==> src/rtl/hazard_pkg.sv <==
// Shared sizing and helpers for the register scoreboard hazard controller.
package hazard_pkg;

  localparam int unsigned NUM_REGS = 16;
  localparam int unsigned REG_W    = 4;
  localparam int unsigned CNT_W    = 2;
  localparam int unsigned CNT_MAX  = (1 << CNT_W) - 1;

  // A register is still pending unless its last writer retires in WB this very
  // cycle; the register file writes before ID samples, so that value is usable.
  function automatic logic is_pending(input logic [CNT_W-1:0] cnt, input logic wb_hit);
    return (cnt != '0) && !(wb_hit && (cnt == CNT_W'(1)));
  endfunction

endpackage

==> src/rtl/pending_counter.sv <==
// Per-register in-flight writer counter: up on issue, down on WB retire.
module pending_counter
  import hazard_pkg::*;
(
  input  logic             clk,
  input  logic             rst,
  input  logic             inc,
  input  logic             dec,
  output logic [CNT_W-1:0] cnt,
  output logic             nonzero,
  output logic             underflow
);

  logic [CNT_W-1:0] cnt_q;
  logic [CNT_W-1:0] cnt_d;
  logic             dec_eff;

  // Next count; a retire with nothing pending is only an error if no writer
  // is being issued to the same register in this cycle.
  always_comb begin
    dec_eff   = dec && (cnt_q != '0);
    underflow = dec && (cnt_q == '0) && !inc;
    cnt_d     = cnt_q;
    if (inc && !dec_eff && (cnt_q != CNT_W'(CNT_MAX))) begin
      cnt_d = cnt_q + 1'b1;
    end else if (dec_eff && !inc) begin
      cnt_d = cnt_q - 1'b1;
    end
  end

  // Count register with synchronous reset.
  always_ff @(posedge clk) begin
    if (rst) begin
      cnt_q <= '0;
    end else begin
      cnt_q <= cnt_d;
    end
  end

  assign cnt     = cnt_q;
  assign nonzero = |cnt_q;

endmodule

==> src/rtl/reg_scoreboard.sv <==
// Register scoreboard: raises the ID-stage hazard while a source operand has
// an in-flight writer or the destination's writer count is saturated.
// Optional macro HAZARD_STATS_EN adds stall_cycles and issue_count outputs.
module reg_scoreboard
  import hazard_pkg::*;
(
  input  logic                clk,
  input  logic                rst,
  input  logic                freeze,
  input  logic                id_valid,
  input  logic [REG_W-1:0]    id_src1,
  input  logic [REG_W-1:0]    id_src2,
  input  logic                id_two_src,
  input  logic                id_wb_en,
  input  logic [REG_W-1:0]    id_dest,
  input  logic                wb_en,
  input  logic [REG_W-1:0]    wb_dest,
  output logic                hazard,
  output logic [NUM_REGS-1:0] busy_vec,
  output logic                err_underflow
`ifdef HAZARD_STATS_EN
  ,
  output logic [31:0]         stall_cycles,
  output logic [31:0]         issue_count
`endif
);

  logic [CNT_W-1:0]    cnt [NUM_REGS];
  logic [NUM_REGS-1:0] inc_vec;
  logic [NUM_REGS-1:0] dec_vec;
  logic [NUM_REGS-1:0] uf_vec;
  logic                src1_pend;
  logic                src2_pend;
  logic                sat_hit;
  logic                issue;
  logic                err_q;

  // Operand and saturation hazard, evaluated in the same cycle ID presents.
  always_comb begin
    src1_pend = is_pending(cnt[id_src1], wb_en && (wb_dest == id_src1));
    src2_pend = is_pending(cnt[id_src2], wb_en && (wb_dest == id_src2));
    // A same-cycle retire of id_dest frees a slot, so the new writer may go.
    sat_hit   = id_wb_en && (cnt[id_dest] == CNT_W'(CNT_MAX)) &&
                !(wb_en && (wb_dest == id_dest));
    hazard    = id_valid && (src1_pend || (id_two_src && src2_pend) || sat_hit);
    issue     = id_valid && !hazard && !freeze;
  end

  for (genvar i = 0; i < NUM_REGS; i++) begin : g_cnt
    assign inc_vec[i] = issue && id_wb_en && (id_dest == REG_W'(i));
    assign dec_vec[i] = wb_en && (wb_dest == REG_W'(i));

    pending_counter u_cnt (
      .clk       (clk),
      .rst       (rst),
      .inc       (inc_vec[i]),
      .dec       (dec_vec[i]),
      .cnt       (cnt[i]),
      .nonzero   (busy_vec[i]),
      .underflow (uf_vec[i])
    );
  end

  // Sticky underflow flag; only reset clears it.
  always_ff @(posedge clk) begin
    if (rst) begin
      err_q <= 1'b0;
    end else if (|uf_vec) begin
      err_q <= 1'b1;
    end
  end

  assign err_underflow = err_q;

`ifdef HAZARD_STATS_EN
  logic [31:0] stall_q;
  logic [31:0] issue_q;

  // Free-running statistics, wrapping modulo 2^32.
  always_ff @(posedge clk) begin
    if (rst) begin
      stall_q <= '0;
      issue_q <= '0;
    end else begin
      if (hazard && !freeze) stall_q <= stall_q + 32'd1;
      if (issue)             issue_q <= issue_q + 32'd1;
    end
  end

  assign stall_cycles = stall_q;
  assign issue_count  = issue_q;
`endif

endmodule

==> config.mk <==
export PLATFORM = sky130hd
export DESIGN_NAME = reg_scoreboard
export DESIGN_NICKNAME = d
export VERILOG_FILES = /design/src/rtl/hazard_pkg.sv /design/src/rtl/pending_counter.sv /design/src/rtl/reg_scoreboard.sv
export SDC_FILE = /design/constraint.sdc
export NUM_CORES = 1
export LEC_CHECK = 0
export ABC_CLOCK_PERIOD_IN_PS = 5200
export CORE_ASPECT_RATIO = 2
export CORE_MARGIN = 2
export CORE_UTILIZATION = 52
export CTS_CLUSTER_SIZE = 24
export DETAILED_ROUTE_END_ITERATION = 7
export HOLD_SLACK_MARGIN = 0.12
export PLACE_DENSITY_LB_ADDON = 0.2
export SYNTH_ARGS = -nofsm -noshare
export SYNTH_HDL_FRONTEND = slang
export SYNTH_SLANG_ARGS = --single-unit
==> constraint.sdc <==
create_clock -name clk -period 5.2 [get_ports clk]
set_input_delay 1.3 -clock clk [delete_from_list [all_inputs] [get_ports clk]]
set_output_delay 1.3 -clock clk [all_outputs]
set_load 0.02 [all_outputs]
==> parameters.txt <==
Parameter                              Value

Outcome
  Result of the run ... complete, no violations

Clock tree
  Max Root-Sink Buffers ... 2
  Clock tree from TritonCTS ... done
  Hold buffer count at cts ... 0
  Clk_lat worst skew ... around 0.28 ns
  Sinks on Clock Net ... 33
  Clock root buffer ... clkbuf_16
  Level count of the clock H-tree ... 2
  Clock buffer count from CTS ... 5
  Clock Pin Slew Worst Setup and Hold Paths ... ~0.050 ns
  Count of buffers added by post-CTS timing repair for setup ... 0

Worst setup path
  Worst Path Max Fanout ... 4
  CP top delay family ... buffers and inverters
  Worst Path Class, Setup ... input port to primary output
  CP most frequent cell ... nor2b_1
  Cells along the critical path ... clkdlybuf4s50_1, buf_4, mux4_2, nor2b_1, a211o_1, a31o_1, nor3_2, nor2b_1, dlygate4sd2_1
  Buffering stage count on the worst path with inverters included ... 3
  Critical path required time ... 3.90 ns
  Nature of the critical path startpoint ... input port
  Critical Path Slowest Stage Cell ... clkdlybuf4s50_1
  Reg2reg setup slack ... around 1.7 ns
  Worst path arrival time ... 3.79 ns
  Element type at the critical path end ... primary output
  Slowest stage delay, CP ... 0.59 ns

Synth
  Number of instances in the synthesized netlist ... about 440
  Number of enable-type register cells in the synthesized netlist ... 0
  Most used DFF post-synth ... dfxtp_1
  Cell variety after synth ... 65
  Warning count from the yosys run ... 0
  Post-synth top area share ... 0.1821
  Async set or reset register ratio after synthesis ... 0
  Cell area after technology mapping ... between 3000 and 4000 µm²
  Syn Area/Cell ... slightly above 8 µm²
  Top cells by area in the synthesized netlist ... dfxtp_1, mux4_2, mux2i_1
  Sequential cell area fraction in the yosys report ... 0.1821
  Synth area leader ... dfxtp_1
  Post-synthesis net count ... around 470
  Count of state elements after synthesis ... 33

STA
  Total count of hold-check failures in the final report ... 0
  Share of the clock period used by the worst path ... 0.9794
  Time the final worst path needs with I/O delays and setup ... approximately 5 ns
  Setup Viol. Count Final ... 0
  Hold Worst Slack ... between 0.5 and 0.6 ns
  Clock Skews ... 0.003811 ns
  RSZ-0062 raised after global routing ... no
  Measured slew at the worst slew-check pin ... around 0.75 ns
  Final Max Slew Viols ... 0
  Highest clock frequency the design can meet ... 196.4 MHz
  Rel. slew slack ... 0.4986

Cells and area
  Number of nets in the finished design ... between 400 and 500
  Non-Filler Cell Area, Final ... between 4000 and 5000 µm²
  Signed area change from the synthesized netlist to the final layout ... 14.55%
  ANT cells ... 0
  Share of cells above drive strength 1 ... 0.1699

Placed design
  Routability cong. ... 0.9764
  Placed cell area ... between 4000 and 5000 µm²
  Number of I/O port buffers ... 40
  Half-perimeter wire length after detailed placement ... between 8000 and 9000 µm

Detailed routing
  Drt first pass iters ... 5
  Detail Route Antenna Nets ... 0
  Post-DR vias/cell ... ~6.3
  Number of remaining DRC errors ... 0
  1st-iter DRT viols ... approximately 230
  Routed length per instance ... roughly 20 µm
  Routed WL ... between 10000 and 15000 µm
  Total number of vias ... roughly 3500

Global routing
  Initial antenna violation count ... 0
  Pin count of the biggest net entering global routing ... 33
  Number of global-route vias before repair ... about 3400
  Sum of overflow across all layers after global routing ... 0
  Global-route wire length before repair ... 17480 µm
  Global-route usage over all layers ... 0.3000

Power and ir drop
  Maximum vdd drop ... between 0.15 and 0.2 mV
  Static leakage power ... approximately 1.6 nW
  Power per cell area ... approximately 160 nW/µm²
  Sum of internal, switching and leakage power ... 0.6828 mW

Floorplanning
  Standard cell core area ... 6833 µm²
  Die Width ... about 63 µm
  Chip height ... 122.1 µm
  Boundary pin count ... 41
  Die footprint ... between 7000 and 8000 µm²
  Initial cell density of the core ... 0.5310
  # rows ... 43

Run
  Number of maximum-capacitance constraint violations ... 0

Min path
  Classification of the worst-slack hold path ... register to register
path summary, 6_finish.rpt:
check / from / to / cells after the start
setup / recovery: id_src1[0] / hazard / 9
hold / removal: g_cnt[13].u_cnt.cnt[0]$_SDFFE_PP0P_ / g_cnt[13].u_cnt.cnt[1]$_SDFFE_PP0P_ / 2
setup reg to reg: g_cnt[14].u_cnt.cnt[1]$_SDFFE_PP0P_ / err_underflow$_SDFFE_PP0P_ / 9
hold reg to reg: g_cnt[13].u_cnt.cnt[0]$_SDFFE_PP0P_ / g_cnt[13].u_cnt.cnt[1]$_SDFFE_PP0P_ / 2
layer usage:
| layer | up-vias | GRT usage | wire, µm |
|---|---|---|---|
| met2 | 154 | 0.5013 | 5367 |
| met5 | - | 0 | 0 |
| li1 | 1668 | - | - |
| met3 | 44 | 0.04986 | 597 |
| met1 | 1636 | 0.3304 | 4260 |
| met4 | 0 | 0.2431 | 895 |
registers in the layout, summed over array words and instances (netlist names):
name and flops:
err_underflow 1, g_cnt.u_cnt.cnt 32
stage by stage:
step	std cells	setup slack (ns)	utilization	TNS [ns]
after CTS	555	0.1051	0.6083	0
after global placement	548	-0.1074	0.5878	-0.1074
after global routing	555	0.01036	0.6083	0
after floorplan	442	0.6915	-	0
after detailed placement	548	-0.1407	0.5878	-0.1407
final	555	0.1072	0.6083	0
kinds of logic (layout without fill, tap and decap cells):
| family | Yosys count | in the layout | share of synthesized area |
|---|---|---|---|
| simple gates | 196 | 196 | 0.2914 |
| mux | 47 | 47 | 0.2203 |
| buf+inv | 55 | 78 | 0.09069 |
| flops | 33 | 33 | 0.1821 |
| xor+xnor | 21 | 21 | 0.05069 |
| compound gates | 90 | 90 | 0.1648 |
power breakdown:
group / leakage [nW] / internal (mW) / switching, mW
logic: 1.22 / 0.0562 / 0.0738
clock network: 0.0700 / 0.188 / 0.109
registers: 0.266 / 0.255 / 0.00147
total: 1.55 / 0.499 / 0.184
layout make-up:
| type | count | area, µm² |
|---|---|---|
| Fill cell | 651 | 2676 |
| Multi-Input combinational cell | 354 | 2639 |
| Sequential cell | 33 | 660.6 |
| Timing Repair Buffer | 60 | 560.5 |
| Clock buffer | 7 | 142.6 |
| Tap cell | 90 | 112.6 |
| Inverter | 11 | 41.29 |
synthesized netlist by cell type, types with 5 or more instances:
| cell | count |
|---|---|
| o21ai_0 | 17 |
| xnor2_1 | 5 |
| nor2_1 | 42 |
| mux4_1 | 6 |
| a21oi_1 | 26 |
| xor2_1 | 16 |
| nand2b_1 | 16 |
| or2_2 | 14 |
| mux4_2 | 18 |
| mux2i_1 | 18 |
| buf_6 | 5 |
| nand4_1 | 10 |
| buf_4 | 18 |
| a31oi_1 | 9 |
| nand2_1 | 46 |
| inv_1 | 11 |
| a22oi_1 | 5 |
| nor2b_1 | 10 |
| clkbuf_1 | 15 |
| dfxtp_1 | 33 |
| nand3_1 | 15 |
| mux2_2 | 5 |
| nor3_1 | 12 |
layout by cell type (no fill, tap or decap), drive strengths merged, types with 2 or more instances in the layout:
cell type / Yosys / layout
nand4: 14 / 14
a22oi: 5 / 5
clkbuf: 16 / 7
clkdlybuf4s50: 0 / 38
o21ai: 17 / 17
o221a: 4 / 4
xor2: 16 / 16
nor3: 14 / 14
nand2b: 16 / 16
mux2i: 18 / 18
and4: 2 / 2
dfxtp: 33 / 33
a31oi: 9 / 9
and3b: 2 / 2
xnor2: 5 / 5
dlygate4sd2: 0 / 2
or3: 3 / 3
a211oi: 2 / 2
o211ai: 4 / 4
or2: 14 / 14
nand2: 47 / 47
nor2: 42 / 42
a21oi: 26 / 26
a21o: 4 / 4
buf: 28 / 20
and2: 4 / 4
nor2b: 10 / 10
a31o: 4 / 4
or3b: 2 / 2
a211o: 2 / 2
mux4: 24 / 24
inv: 11 / 11
nand3: 15 / 15
nor4: 5 / 5
a41oi: 2 / 2
mux2: 5 / 5
o311ai: 3 / 3
nand3b: 2 / 2
worst register-to-register path, delay by kind of cell (launching register included):
| kind | cells | cell delay (ns) |
|---|---|---|
| and+or+nand+nor | 4 | 0.99 |
| buffers and inverters | 1 | 0.31 |
| AOI/OAI and AO/OA | 2 | 0.60 |
| muxes | 2 | 1.04 |
| DFF | 1 | 0.39 |
what timing repair did:
| action | 4_1_cts | 5_1_grt |
|---|---|---|
| resized for setup | 2 | 0 |
| endpoints found under the setup margin | 1 | 0 |
| endpoints found under the hold margin | 0 | 0 |
No activity file was read; power rests on OpenSTA's default activity.
